`config.mk`:
```
export PLATFORM = sky130hd
export DESIGN_NAME = ps2_key_decoder
export DESIGN_NICKNAME = d
export VERILOG_FILES = /design/src/rtl/ps2_pkg.sv /design/src/rtl/ps2_sync_edge.sv /design/src/rtl/ps2_key_decoder.sv
export SDC_FILE = /design/constraint.sdc
export NUM_CORES = 1
export LEC_CHECK = 0
export ABC_AREA = 1
export BUFFER_PORTS_ARGS = -buffer_cell sky130_fd_sc_hd__buf_4
export CORE_ASPECT_RATIO = 1.1
export CORE_MARGIN = 2
export CORE_UTILIZATION = 55
export DETAILED_ROUTE_END_ITERATION = 7
export PLACE_DENSITY_LB_ADDON = 0.15
export REMOVE_ABC_BUFFERS = 1
export SYNTH_ARGS = -nofsm -noshare
export SYNTH_HDL_FRONTEND = slang
export SYNTH_SLANG_ARGS = --single-unit
```
`constraint.sdc`:
```
create_clock -name clk -period 2.7 [get_ports clk]
set_input_delay 0.54 -clock clk [delete_from_list [all_inputs] [get_ports clk]]
set_output_delay 0.54 -clock clk [all_outputs]
set_load 0.01 [all_outputs]
```
`src/rtl/ps2_pkg.sv`:
```
// ps2_pkg: receive FSM states, scancode constants and key bit indices for the PS/2 key decoder.
package ps2_pkg;

  typedef enum logic [1:0] {IDLE, DATA, PARITY, STOP} ps2_state_e;

  localparam logic [7:0] SC_EXT   = 8'hE0;
  localparam logic [7:0] SC_BRK   = 8'hF0;
  localparam logic [7:0] SC_W     = 8'h1D;
  localparam logic [7:0] SC_A     = 8'h1C;
  localparam logic [7:0] SC_S     = 8'h1B;
  localparam logic [7:0] SC_D     = 8'h23;
  localparam logic [7:0] SC_UP    = 8'h75;
  localparam logic [7:0] SC_LEFT  = 8'h6B;
  localparam logic [7:0] SC_DOWN  = 8'h72;
  localparam logic [7:0] SC_RIGHT = 8'h74;

  localparam int KEY_UP    = 0;
  localparam int KEY_LEFT  = 1;
  localparam int KEY_DOWN  = 2;
  localparam int KEY_RIGHT = 3;

  // One-hot key mask for a code; the E0 prefix selects the arrow set instead of WASD.
  function automatic logic [3:0] key_mask(input logic [7:0] code, input logic ext);
    key_mask = '0;
    key_mask[KEY_UP]    = code == (ext ? SC_UP    : SC_W);
    key_mask[KEY_LEFT]  = code == (ext ? SC_LEFT  : SC_A);
    key_mask[KEY_DOWN]  = code == (ext ? SC_DOWN  : SC_S);
    key_mask[KEY_RIGHT] = code == (ext ? SC_RIGHT : SC_D);
  endfunction

endpackage

```
`src/rtl/ps2_sync_edge.sv`:
```
// ps2_sync_edge: synchronizes the raw PS/2 lines into clk and flags falling edges of ps2_clk.
module ps2_sync_edge #(
  parameter int SYNC_STAGES = 2
) (
  input  logic clk,
  input  logic rst,
  input  logic ps2_clk_i,
  input  logic ps2_data_i,
  output logic data_o,
  output logic fall_o
);

  logic [SYNC_STAGES-1:0] clk_q, dat_q;
  logic                   prev_q;

  // Flops reset to 1 so an idle bus never produces a spurious edge after reset.
  always_ff @(posedge clk or posedge rst) begin
    if (rst) begin
      clk_q  <= '1;
      dat_q  <= '1;
      prev_q <= 1'b1;
    end else begin
      clk_q[0] <= ps2_clk_i;
      dat_q[0] <= ps2_data_i;
      for (int i = 1; i < SYNC_STAGES; i++) begin
        clk_q[i] <= clk_q[i-1];
        dat_q[i] <= dat_q[i-1];
      end
      prev_q <= clk_q[SYNC_STAGES-1];
    end
  end

  assign data_o = dat_q[SYNC_STAGES-1];
  assign fall_o = prev_q & ~clk_q[SYNC_STAGES-1];

endmodule

```
`src/rtl/ps2_key_decoder.sv`:
```
// ps2_key_decoder: PS/2 frame receiver and WASD/arrow held-key decoder.
// Define PS2_PARITY_CHECK_EN to discard frames with bad odd parity.
module ps2_key_decoder
  import ps2_pkg::*;
#(
  parameter int SYNC_STAGES    = 2,
  parameter int TIMEOUT_CYCLES = 65000
) (
  input  logic       clk,
  input  logic       rst,
  input  logic       ps2_clk,
  input  logic       ps2_data,
  output logic [3:0] key,
  output logic [7:0] scancode,
  output logic       scancode_valid,
  output logic       frame_err
);

  localparam int TW = $clog2(TIMEOUT_CYCLES + 1);

  logic          data, fall, done, err;
  ps2_state_e    state_q, state_d;
  logic [2:0]    cnt_q, cnt_d;
  logic [7:0]    shift_q, shift_d;
  logic          par_ok_q, par_ok_d;
  logic [TW-1:0] to_q, to_d;
  logic [3:0]    key_q, key_d, mask;
  logic [7:0]    sc_q, sc_d;
  logic          ext_q, ext_d, brk_q, brk_d;
  logic          valid_q, err_q;

  ps2_sync_edge #(.SYNC_STAGES(SYNC_STAGES)) u_sync (
    .clk       (clk),
    .rst       (rst),
    .ps2_clk_i (ps2_clk),
    .ps2_data_i(ps2_data),
    .data_o    (data),
    .fall_o    (fall)
  );

  assign mask = key_mask(shift_q, ext_q);

  always_comb begin
    state_d  = state_q;
    cnt_d    = cnt_q;
    shift_d  = shift_q;
    par_ok_d = par_ok_q;
    to_d     = '0;
    done     = 1'b0;
    err      = 1'b0;
    if (state_q != IDLE) to_d = fall ? '0 : to_q + 1'b1;
    if (fall) begin
      case (state_q)
        IDLE: begin
          state_d = data ? IDLE : DATA;
          cnt_d   = '0;
        end
        DATA: begin
          shift_d = {data, shift_q[7:1]};
          cnt_d   = cnt_q + 1'b1;
          state_d = (cnt_q == 3'd7) ? PARITY : DATA;
        end
        PARITY: begin
`ifdef PS2_PARITY_CHECK_EN
          par_ok_d = ^{shift_q, data};
`else
          par_ok_d = 1'b1;
`endif
          state_d = STOP;
        end
        default: begin
          state_d = IDLE;
          done    = data & par_ok_q;
          err     = ~(data & par_ok_q);
        end
      endcase
    end else if (state_q != IDLE && to_q == TW'(TIMEOUT_CYCLES - 1)) begin
      state_d = IDLE;
      cnt_d   = '0;
      to_d    = '0;
      err     = 1'b1;
    end
  end

  // Prefix bytes only arm the flags; any other byte consumes and clears them.
  always_comb begin
    key_d = key_q;
    sc_d  = sc_q;
    ext_d = ext_q;
    brk_d = brk_q;
    if (done) begin
      sc_d  = shift_q;
      ext_d = (shift_q == SC_EXT) | (ext_q & shift_q == SC_BRK);
      brk_d = (shift_q == SC_BRK) | (brk_q & shift_q == SC_EXT);
      if (shift_q != SC_EXT && shift_q != SC_BRK) key_d = brk_q ? key_q & ~mask : key_q | mask;
    end
  end

  always_ff @(posedge clk or posedge rst) begin
    if (rst) begin
      state_q  <= IDLE;
      cnt_q    <= '0;
      shift_q  <= '0;
      par_ok_q <= 1'b1;
      to_q     <= '0;
      key_q    <= '0;
      sc_q     <= '0;
      ext_q    <= 1'b0;
      brk_q    <= 1'b0;
      valid_q  <= 1'b0;
      err_q    <= 1'b0;
    end else begin
      state_q  <= state_d;
      cnt_q    <= cnt_d;
      shift_q  <= shift_d;
      par_ok_q <= par_ok_d;
      to_q     <= to_d;
      key_q    <= key_d;
      sc_q     <= sc_d;
      ext_q    <= ext_d;
      brk_q    <= brk_d;
      valid_q  <= done;
      err_q    <= err;
    end
  end

  assign key            = key_q;
  assign scancode       = sc_q;
  assign scancode_valid = valid_q;
  assign frame_err      = err_q;

endmodule

```
==> impl_metrics.yaml <==
status:
  status: "completed"
synthesis:
  yosysTopAreaCellShare_pct: 45.6
  synth_seq_cells: 50
  ys.flop_type: "dfrtp_1"
  synth_top_family_by_area: "simple AND/OR/NAND/NOR gates"
  synthTopCellsByArea: "dfrtp_1 46%, nand2_1 14%, nor2_1 6.4%, inv_1 5.9%, dfstp_2 5.3%"
  synth_area_per_cell_um2: 8.00
  syn_inst: 309
  seq_area_frac_synth_pct: 50.9
  synth_top_cell_by_area: "dfrtp_1"
  async_flop_share_pct: 100
  synth.distinct_cells: 32
  yosys.area_share.simple_pct: 32.9
  synth_edf_count: 0
  synth_area_um2: 2470
  synth_xor_area_share_pct: 0.709
  yosysWarningCount: 0
  synth-compound-area-share_pct: 7.39
  synth.area.mux_share_pct: 0
  synthAdderAreaFrac_pct: 1.52
clock_network:
  cts_tree: "yes"
  post_cts_buffers: 0
  ctsResizeCount: 0
  clk_pin_slew_ns: 0.09
  insertion_delay_ns: 0.30
  cts.sinks: 50
  htree_levels: 2
  postCtsHoldBufs: 0
  clock-root-buffer: "clkbuf_8"
  clock_path_buffers: 2
  numCtsBuffers: 5
timing:
  fin_tns_setup_ns: 0
  slew_violations: 0
  rsz0062_at_grt: "no"
  fin_crit_sh_pct: 58.1
  hold_viol: 0
  finalClockSkew_ns: 0.0103
  relSlewSlack_pct: 63.0
  tightest_slew_ns: 0.555
  fmax_mhz: 638
  period_needed_ns: 1.57
  setup_violations: 0
routing:
  drc: 0
  via_per_inst: 5.06
  vias: 1958
  routed_wl_um: 4610
  wl_per_cell_um: 11.9
  drt_pre_antenna_iters: 4
  ant_nets: 0
  drt_iter0_drc: 103
die:
  die_area_um2: 5050
  initial_core_util_pct: 57.2
  die_w_um: 67.9
  fp-row-count: 25
  die_h_um: 74.3
  io_pins: 18
  fp.coreArea_um2: 4320
critical_path:
  critPathKind: "reg -> reg"
  crit_fanout: 8
  critPathLaunch: "u_sync.clk_q[1]$_DFF_PP1_"
  critPathRequiredTime_ns: 2.93
  crit_path_start_kind: "flip-flop"
  r2r-start: "u_sync.clk_q[1]$_DFF_PP1_"
  crit_path_end_kind: "flip-flop"
  arrival_ns: 1.80
grt:
  grt_max_degree: 28
  grt.total_usage_pct: 21.5
  grt_pass1_wl_um: 8110
  antenna_found_initial: 0
  grt_overflow: 0
  grt_pass1_vias: 1889
placement:
  gp_congestion: 0.886
  place_area_um2: 2660
  io_buffers: 17
  hpwl_um: 3410
final_layout:
  fin_nets: 339
  antenna_cells: 0
  drive_gt1_share_pct: 14.1
  area_growth_pct: 12.3
  mostFrequentLayoutCells: "92 x nand2_1, 45 x dfrtp_1, 42 x nor2_1"
  finalInstanceArea_um2: 2770
  fin_util_pct: 64.3
  layout_commonest_cell: "nand2_1"
worst_hold_path:
  worstHoldPathType: "in -> async"
pwr:
  vdd_drop_max_v: 0.000345
  p_leak_nw: 1.38
  power_mw: 1.66
  power.density_nw_per_um2: 599
run:
  cap_violations: 0
==> final cells by class <==
| type | instances | area (um2) |
|---|---|---|
| clock buffers | 6 | 72.6 |
| clock inverters | 2 | 37.5 |
| fillers | 395 | 1540 |
| inverters | 39 | 146 |
| multi-input cells | 217 | 1050 |
| flip-flops and latches | 50 | 1260 |
| well taps | 54 | 67.6 |
| repair buffers | 19 | 143 |
==> cell families (layout without fill, tap and decap cells) <==
kind of cell             count (synthesis)  after routing
AO/OA/AOI/OAI                           33             33
XOR/XNOR                                 2              2
flip-flops                              50             50
adder cells (fa/ha/maj)                  3              3
buffers and inverters                   42             66
AND/OR/NAND/NOR                        179            179
==> cells in the mapped netlist (2+ instances only) <==
cell,number
a21oi_1,5
a31oi_1,2
buf_2,2
dfrtp_1,45
dfstp_2,5
ha_1,3
inv_1,39
nand2_1,92
nand2_2,2
nand2_4,2
nand3_1,21
nand4_1,3
nor2_1,42
nor2_2,4
nor2_8,2
nor3_1,5
o21ai_0,20
==> through the flow <==
step | hold slack [ns] | worst slack, ns | instances
CTS | 0.294 | 1.11 | 387
floorplan | 0.345 | 0.967 | 306
global route | 0.322 | 0.960 | 387
detailed placement | 0.347 | 1.14 | 379
finish | 0.285 | 1.13 | 387
global placement | 0.345 | 1.20 | 379
==> layer usage <==
layer | routed length [um] | vias up | GRT usage [%] | part of all wire [%]
li1 | - | 1015 | - | -
met1 | 2040 | 911 | 25.6 | 44
met2 | 2390 | 27 | 38.2 | 52
met3 | 123 | 5 | 4.54 | 2.7
met4 | 57 | 0 | 7.33 | 1.2
met5 | 0 | - | 0 | 0
==> state kept, by name, indices dropped and copies added (netlist names), 2 cells and up, named ones only <==
name and flops:
scancode 8, to_q 16, state_q 2, u_sync.clk_q 2, cnt_q 3, u_sync.dat_q 2, shift_q 8
==> path summary, 6_finish.rpt <==
path | endpoint | slack (ns) | depth (start not counted)
max | to_q[15]$_DFF_PP0_ | 1.13 | 8
min | scancode[4]$_DFFE_PP0P_ | 0.28 | 2
max reg2reg | to_q[15]$_DFF_PP0_ | 1.13 | 8
min reg2reg | u_sync.dat_q[1]$_DFF_PP1_ | 0.36 | 0
max in group asynchronous | u_sync.prev_q$_DFF_PP1_ | 1.75 | 3
min in group clk | u_sync.dat_q[0]$_DFF_PP1_ | 0.35 | 1
==> critical path, cell delays in order, from the launching register on <==
cell     delay, ns
dfstp_2       0.53
inv_1         0.06
nand2_4       0.10
inv_1         0.11
nor2_2        0.16
inv_1         0.11
nor2_2        0.26
nand2_1       0.09
nor2_1        0.09
==> where the power goes <==
part	total [mW]	switching, mW	internal (mW)	leakage [nW]
Sequential	0.874	0.0635	0.810	0.670
Combinational	0.271	0.182	0.0890	0.659
Clock	0.517	0.240	0.277	0.0514
Total	1.66	0.486	1.18	1.38
(Power assumes the default switching activity.)
